[src/rtl/i2s_tx_stream.sv]
// I2S / left-justified stereo serialiser with one-pair holding buffer,
// BCLK/LRCLK generation and underrun repeat of the previous pair.
module i2s_tx_stream #(
  parameter int unsigned CLK_DIV  = 14,
  parameter int unsigned WORD_LEN = 24,
  parameter int unsigned SLOT_LEN = 32
) (
  input  logic                clk_i,
  input  logic                rst_i,
  input  logic                enable_i,
  input  logic                mode_i,
  input  logic [WORD_LEN-1:0] left_i,
  input  logic [WORD_LEN-1:0] right_i,
  input  logic                valid_i,
  output logic                ready_o,
  output logic                underrun_o,
  output logic                frame_start_o,
  output logic                sdata_o,
  output logic                lrclk_o,
  output logic                bclk_o
);

  localparam int unsigned HALF  = CLK_DIV / 2;
  localparam int unsigned CNT_W = (HALF > 1) ? $clog2(HALF) : 1;
  localparam int unsigned FRAME = 2 * SLOT_LEN;
  localparam int unsigned POS_W = $clog2(FRAME);

  localparam logic [CNT_W-1:0]    CNT_RELOAD = CNT_W'(HALF - 1);
  localparam logic [POS_W-1:0]    POS_LAST   = POS_W'(FRAME - 1);
  localparam logic [POS_W-1:0]    SLOT       = POS_W'(SLOT_LEN);
  localparam logic [WORD_LEN-1:0] WORD_MSB   = {1'b1, {(WORD_LEN-1){1'b0}}};

  logic [CNT_W-1:0]    cnt_q, cnt_d;
  logic [POS_W-1:0]    pos_q, pos_d;
  logic                bclk_q, bclk_d;
  logic                lrclk_q, lrclk_d;
  logic                sdata_q, sdata_d;
  logic                full_q, full_d;
  logic                mode_q, mode_d;
  logic                und_q, und_d;
  logic                fs_q, fs_d;
  logic [WORD_LEN-1:0] hold_l_q, hold_l_d, hold_r_q, hold_r_d;
  logic [WORD_LEN-1:0] shad_l_q, shad_l_d, shad_r_q, shad_r_d;

  logic [POS_W-1:0]    slot_bit;
  logic [POS_W-1:0]    k;
  logic [WORD_LEN-1:0] word;

  always_comb begin
    cnt_d    = cnt_q;
    pos_d    = pos_q;
    bclk_d   = bclk_q;
    lrclk_d  = lrclk_q;
    sdata_d  = sdata_q;
    full_d   = full_q;
    mode_d   = mode_q;
    und_d    = 1'b0;
    fs_d     = 1'b0;
    hold_l_d = hold_l_q;
    hold_r_d = hold_r_q;
    shad_l_d = shad_l_q;
    shad_r_d = shad_r_q;
    slot_bit = '0;
    k        = '0;
    word     = '0;

    if (valid_i && !full_q) begin
      full_d   = 1'b1;
      hold_l_d = left_i;
      hold_r_d = right_i;
    end

    if (!enable_i) begin
      cnt_d   = CNT_RELOAD;
      pos_d   = POS_LAST;
      bclk_d  = 1'b0;
      lrclk_d = 1'b1;
      sdata_d = 1'b0;
    end else if (cnt_q == '0) begin
      cnt_d  = CNT_RELOAD;
      bclk_d = !bclk_q;
      if (bclk_q) begin
        pos_d = (pos_q == POS_LAST) ? '0 : pos_q + 1'b1;
        if (pos_d == '0) begin
          fs_d   = 1'b1;
          mode_d = mode_i;
          if (full_q) begin
            shad_l_d = hold_l_q;
            shad_r_d = hold_r_q;
            full_d   = 1'b0;
          end else begin
            und_d = 1'b1;
          end
        end
        lrclk_d = (pos_d >= SLOT);
        if (lrclk_d) begin
          slot_bit = pos_d - SLOT;
          word     = shad_r_d;
        end else begin
          slot_bit = pos_d;
          word     = shad_l_d;
        end
        // I2S shifts the word one BCLK later; shifts past the word yield 0
        k       = mode_d ? slot_bit : slot_bit - 1'b1;
        sdata_d = (mode_d || slot_bit != '0) ? |(word & (WORD_MSB >> k)) : 1'b0;
      end
    end else begin
      cnt_d = cnt_q - 1'b1;
    end
  end

  always_ff @(posedge clk_i) begin
    if (rst_i) begin
      cnt_q    <= CNT_RELOAD;
      pos_q    <= POS_LAST;
      bclk_q   <= 1'b0;
      lrclk_q  <= 1'b1;
      sdata_q  <= 1'b0;
      full_q   <= 1'b0;
      mode_q   <= 1'b0;
      und_q    <= 1'b0;
      fs_q     <= 1'b0;
      hold_l_q <= '0;
      hold_r_q <= '0;
      shad_l_q <= '0;
      shad_r_q <= '0;
    end else begin
      cnt_q    <= cnt_d;
      pos_q    <= pos_d;
      bclk_q   <= bclk_d;
      lrclk_q  <= lrclk_d;
      sdata_q  <= sdata_d;
      full_q   <= full_d;
      mode_q   <= mode_d;
      und_q    <= und_d;
      fs_q     <= fs_d;
      hold_l_q <= hold_l_d;
      hold_r_q <= hold_r_d;
      shad_l_q <= shad_l_d;
      shad_r_q <= shad_r_d;
    end
  end

  assign ready_o       = !full_q;
  assign underrun_o    = und_q;
  assign frame_start_o = fs_q;
  assign sdata_o       = sdata_q;
  assign lrclk_o       = lrclk_q;
  assign bclk_o        = bclk_q;

endmodule

[config.mk]
export PLATFORM = sky130hd
export DESIGN_NAME = i2s_tx_stream
export DESIGN_NICKNAME = d
export VERILOG_FILES = /design/src/rtl/i2s_tx_stream.sv
export SDC_FILE = /design/constraint.sdc
export NUM_CORES = 1
export LEC_CHECK = 0
export ABC_AREA = 1
export CAP_MARGIN = 20
export CORE_ASPECT_RATIO = 0.7
export CORE_UTILIZATION = 56
export CTS_BUF_LIST = sky130_fd_sc_hd__clkbuf_16
export DETAILED_ROUTE_END_ITERATION = 6
export PLACE_DENSITY = 0.77
export SLEW_MARGIN = 20
export SYNTH_ARGS = -nofsm -noshare
export SYNTH_HDL_FRONTEND = slang
export SYNTH_SLANG_ARGS = --single-unit
[constraint.sdc]
create_clock -name clk_i -period 2.8 [get_ports clk_i]
set_input_delay 0.7 -clock clk_i [delete_from_list [all_inputs] [get_ports clk_i]]
set_output_delay 0.7 -clock clk_i [all_outputs]
set_load 0.03 [all_outputs]
# After elaboration in Yosys (flattened, before gate mapping)
# Cells that the tools add are included.
# word_totals
output_inout_bits,6
latchBits,0
elab_cells,66
ramBits,0
in_bits,53
ff_bits,112
mem_count,0
romBits,0
# op_classes
magnitude_cmp,1
div_mod_pow,0
shift,1
bitwise,5
n_addsub,4
mux,27
eq_ne,1
n_reduce_logical,14
multipliers,0
# op_table
operator,n
24-bit two-way mux,8
6-bit two-way mux,6
24-bit AND,1
24-bit OR reduction,1
"24-bit by 6-bit >> shifter with 24-bit output, first input constant",1
1-bit two-way mux,13
"6-bit by 1-bit adder with 6-bit output, second input constant",1
"6-bit equality test, second input constant",1
"6-bit >= comparator, second input constant",1
6-bit logical NOT,1
6-bit nonzero test,1
"6-bit by 1-bit subtractor with 6-bit output, second input constant",1
"6-bit subtractor, second input constant",1
5-bit OR reduction,1
1-bit NOT,4
4-bit OR reduction,1
3-bit logical NOT,1
3-bit AND reduction,1
3-bit OR reduction,1
"3-bit by 1-bit subtractor with 3-bit output, second input constant",1
1-bit logical NOT,2
2-bit AND reduction,1
2-bit OR reduction,1
1-bit logical AND,1
1-bit logical OR,1

# Depth between registers and ports, before layout
# logic_depth
ltp_word,13
ltp_mapped,22
mapped_depth_nobuf,22

# Worst setup path after synthesis
# No wires, ideal clock.
# synth_timing
path_type,register -> register
from,register pos_q[0]
to,"register sdata_q, in the netlist sdata_o"
period_less_slack_ns,2.277
required_ns,2.688
path_slack_ns,0.523
path_stages_with_launch,20
t_arrival_ns,2.165
setup_time_ns,0.112
path_buffers,1
path_cell_list,dfxtp_1 -> ha_1 -> nand2_1 -> clkinv_1 -> nand2_1 -> nand2_2 -> nand2_2 -> nor2_8 -> nand2_4 -> nor2_8 -> buf_4 -> nand2_1 -> a31oi_1 -> nor2_1 -> nor2_1 -> nand2_1 -> nor2_1 -> nand2_1 -> nand2_1 -> nand2_1
# synth_between
elab_chain_cells,13
word_cells_on_any_way,28
cone_classes,add/sub (3); order compare (1); eq/ne (1); shift (1); mux (17); bitwise (1); reduce/logical (4)
# synth_lines
item,line,rtl
from (decl),34,"logic [POS_W-1:0] pos_q, pos_d;"
from (signal assigned),129,pos_q <= pos_d;
6-bit by 1-bit adder with 6-bit output / 6-bit equality test (equally long branches),83,pos_d = (pos_q == POS_LAST) ? '0 : pos_q + 1'b1;
6-bit two-way mux (*),83,
6-bit subtractor / 6-bit >= comparator (equally long branches),"97, 95",
6-bit two-way mux,96,if (lrclk_d) begin
6-bit two-way mux,82,if (bclk_q) begin
6-bit two-way mux,79,end else if (cnt_q == '0) begin
6-bit two-way mux,73,if (!enable_i) begin
6-bit by 1-bit subtractor with 6-bit output,104,k = mode_d ? slot_bit : slot_bit - 1'b1;
6-bit two-way mux,104,
24-bit by 6-bit >> shifter with 24-bit output,105,sdata_d = (mode_d || slot_bit != '0) ? |(word & (WORD_MSB >> k)) : 1'b0;
24-bit AND,105,
24-bit OR reduction,105,
1-bit two-way mux (*),105,
to (signal assigned),132,sdata_q <= sdata_d;
to (decl),37,"logic sdata_q, sdata_d;"
# Mark *: on every way between the ends. The rest lies on a longest branch, timed or not. The select of a mux whose other input is x is not followed.
# A chain may end at the register's enable or synchronous reset.

# Final worst setup path
# Ends and elaborated chain as after synthesis.

==> results.yml <==
outcome:
  status: "finished clean"
synthesis:
  syn_nets: 836
  ys_seq_elements: 112
  synth_edf_count: 0
  avgSynthCellArea_um2: 6.83
  synth_cells: 779
  yosysWarnings: 0
  synth_ff_type: "dfxtp_1"
  synth_area_leaders: "dfxtp_1, nand2_1, nor2_1"
  synth_cell_type_count: 34
  yosysTopAreaCell: "dfxtp_1"
  ys_seq_area_share_pct: 42.2
  async_reset_ff_share_pct: 0
  syn_area_mm2: 0.00532
  synth.top_cell.area_share_pct: 42.2
power:
  p_seq_share_pct: 51.2
  p_per_area_mw_per_mm2: 510
  internal_power_uw: 2420
  p_leak_uw: 0.00274
  irDropWorstVdd_v: 0.000326
  p_sw_uw: 870
  p_sw_share_pct: 26.5
  pwr-share-comb_pct: 10.1
  power_frac_clock_pct: 38.7
sta:
  finalCritPeriodShare_pct: 92.5
  slew_violations: 0
  setup_tns_ps: 0
  fmax_ghz: 0.386
  worst_slew_pin_slew_ps: 596
  setup_viol: 0
  hold_violations: 0
  layout_setup_ws_ps: 210
  relSlewSlack_pct: 60.2
  whs_ps: 438
  skew_ps: 9.80
  min_period_ps: 2590
finish:
  final_net_count: 887
  ff_latch_area_mm2: 0.00225
  fillers: 815
  layout_common_cells: "nand2_1, nor2_1, dfxtp_1"
  multiInputGateArea_mm2: 0.00263
  fin_cells: 959
  final_common_cell: "nand2_1"
  drive_gt1_share_pct: 8.38
  areaGrowthSynthToFinish_pct: 21.3
  antenna_cells: 0
  final_design_area_no_fill_mm2: 0.00645
placed_design:
  dp_worst_setup_slack_ps: 23.9
  placed_cells: 932
  hpwl_um: 9770
  port-buffer-count: 58
  routabilityCongestion: 0.878
  dpl_cell_area_mm2: 0.00599
detailed_routing:
  dr.pass1.iters: 6
  viasPerCell: 5.43
  wl_um: 14000
  drt_iter0_markers: 501
  drc: 0
  ant_nets: 0
  dr_total_vias: 5205
  wire_per_inst_um: 14.6
floorplan:
  start_util_pct: 58.2
  io_pins: 59
  fp.coreArea_mm2: 0.00914
  rows: 29
  die_h_um: 83.5
  die_x_um: 118
  dieArea_mm2: 0.00990
clock_network:
  cts_tree: "built"
  hold_buffers: 0
  path_clk_slew_ps: 70
  clock_path_buffers: 2
  root_buffer: "clkbuf_16"
  cts.sinks: 112
  htree_levels: 3
  clkLatencyLatePin_ps: 360
  cts_buffers: 9
setup_path:
  ff2ff_path_depth: 20
  r2r_setup_slack_ps: 210
  cp_cell_sequence: "ha_4 > nand2_1 > clkinv_1 > nand2_1 > nand2_2 > nand2_2 > nor2_8 > nand3_2 > nand2_2 > nand2_1 > nand2_2 > inv_2 > nand3_1 > nor2_1 > nor2_1 > nand2_1 > nor2_1 > nand2_1 > nand2_1 > nand2_1"
  required_ps: 3050
  rr_endpoint: "sdata_o$_SDFFE_PP0P_"
  critPathMaxStageDelay_ps: 400
  reg2reg_from: "pos_q[0]$_SDFFE_PP1P_"
  critPathArrivalTime_ps: 2850
  crit_family: "simple AND/OR/NAND/NOR gates"
  cp-start-kind: "register"
  path_class: "register to register"
  critPathMostFrequentCell: "nand2_1"
  worst-path-buf-inv: 2
  cpMaxStageDelayCell: "dfxtp_4"
  worstSetupEndpointType: "register"
  cp_max_fo: 10
global_routing:
  grt_first_pass_wirelength_um: 22400
  grt_util_met1_pct: 37.5
  grtUsageMet2_pct: 46.3
  grt_max_degree: 52
  top_usage_layer: "met2"
  grt_use_met3_pct: 5.53
  first_global_vias: 4821
  overflow: 0
  antenna_found_initial: 0
  track_usage_pct: 28.4
min_path:
  min_path_type: "register to register"
  min_to: "cnt_q[0]$_SDFF_PP0_"
  min_path_cells: 1
  hp-start: "cnt_q[0]$_SDFF_PP0_"
flow_run:
  cap_violations: 0
[worst register-to-register path: cells and delay by family (launching register included)]
kind,cells,cell delay [ps]
adder cells (fa/ha/maj),1,170
buffers and inverters,2,180
AND/OR/NAND/NOR,17,1760
flip-flops,1,400
[state kept, by name, summed over array words and instances, names as in the netlist]
register and cells:
hold_l_q 24, bclk_o 1, full_q 1, sdata_o 1, shad_r_q 24, pos_q 6, cnt_q 3, shad_l_q 24
frame_start_o 1, lrclk_o 1, hold_r_q 24, mode_q 1, underrun_o 1
[through the flow]
step | utilization, % | power [µW]
6_report | 70.6 | 3290
5_1_grt | 70.6 | 3410
4_1_cts | 69.1 | 3300
3_5_place_dp | 65.5 | 2040
3_3_place_gp | 65.5 | 2030
2_1_floorplan | - | 1900
[metal layers]
layer,up-vias,share of wire [%]
met2,194,45
met4,0,2.3
met3,29,5.9
li1,2633,-
met1,2349,47
met5,-,0
[Yosys cell counts (2+ instances only)]
cell,number
nor3_1,4
inv_1,79
a21oi_1,45
a211oi_1,12
clkbuf_1,24
inv_2,7
mux2i_1,4
ha_1,4
nand2_2,7
nand2_1,141
nor2_8,3
a22oi_1,3
nand3_1,48
nor2_1,135
buf_1,6
dfxtp_1,112
nor2_2,4
buf_4,3
buf_2,7
nand2_4,2
nand4_1,12
a31oi_1,2
nand3_2,2
o21ai_0,87
o21ai_1,7
o22ai_1,11
[what timing repair did]
item,in CTS,in global routing
setup endpoints to repair,1,30
endpoints found under the hold margin,0,0
setup buffers,4,7
gates resized for setup,0,16
pin swaps,1,3
[cells by family (layout without fill, tap and decap cells)]
group | Yosys count | count (layout) | synth area share, %
adder cells (fa/ha/maj) | 4 | 4 | 0.941
multiplexers | 4 | 4 | 0.753
AND/OR/NAND/NOR | 361 | 361 | 29.5
AO/OA/AOI/OAI | 169 | 169 | 17.0
XOR/XNOR | 2 | 2 | 0.329
buffers and inverters | 127 | 183 | 9.34
flip-flops | 112 | 112 | 42.2
[how the worst max path moves through the flow]
stage / from / endpoint / slack [ps] / cells past startpoint
floorplan: pos_q[0]$_SDFFE_PP1P_ / sdata_o$_SDFFE_PP0P_ / 520 / 19
global placement: pos_q[0]$_SDFFE_PP1P_ / sdata_o$_SDFFE_PP0P_ / 190 / 20
detailed placement: pos_q[0]$_SDFFE_PP1P_ / sdata_o$_SDFFE_PP0P_ / 20 / 20
CTS: pos_q[0]$_SDFFE_PP1P_ / sdata_o$_SDFFE_PP0P_ / 30 / 20
global route: pos_q[0]$_SDFFE_PP1P_ / sdata_o$_SDFFE_PP0P_ / -30 / 20
finish: pos_q[0]$_SDFFE_PP1P_ / sdata_o$_SDFFE_PP0P_ / 210 / 20
[power by group through the flow]
| stage | clock network, µW | registers [µW] | logic, µW |
|---|---|---|---|
| 2_1_floorplan | 0 | 1710 | 196 |
| 3_3_place_gp | 0 | 1720 | 313 |
| 3_5_place_dp | 0 | 1720 | 324 |
| 4_1_cts | 1290 | 1680 | 330 |
| 5_1_grt | 1350 | 1690 | 373 |
| 6_report | 1270 | 1680 | 334 |
[area by class of cell]
class                           instances  share of cell area (%)
Multi-Input combinational cell        540                    40.8
Sequential cell                       112                    34.9
Timing Repair Buffer                   80                    12.1
Inverter                               87                    5.12
Clock buffer                            9                    3.49
Tap cell                              124                    2.40
Clock inverter                          7                    1.12
Note: power is estimated with default switching activity, not from simulation.
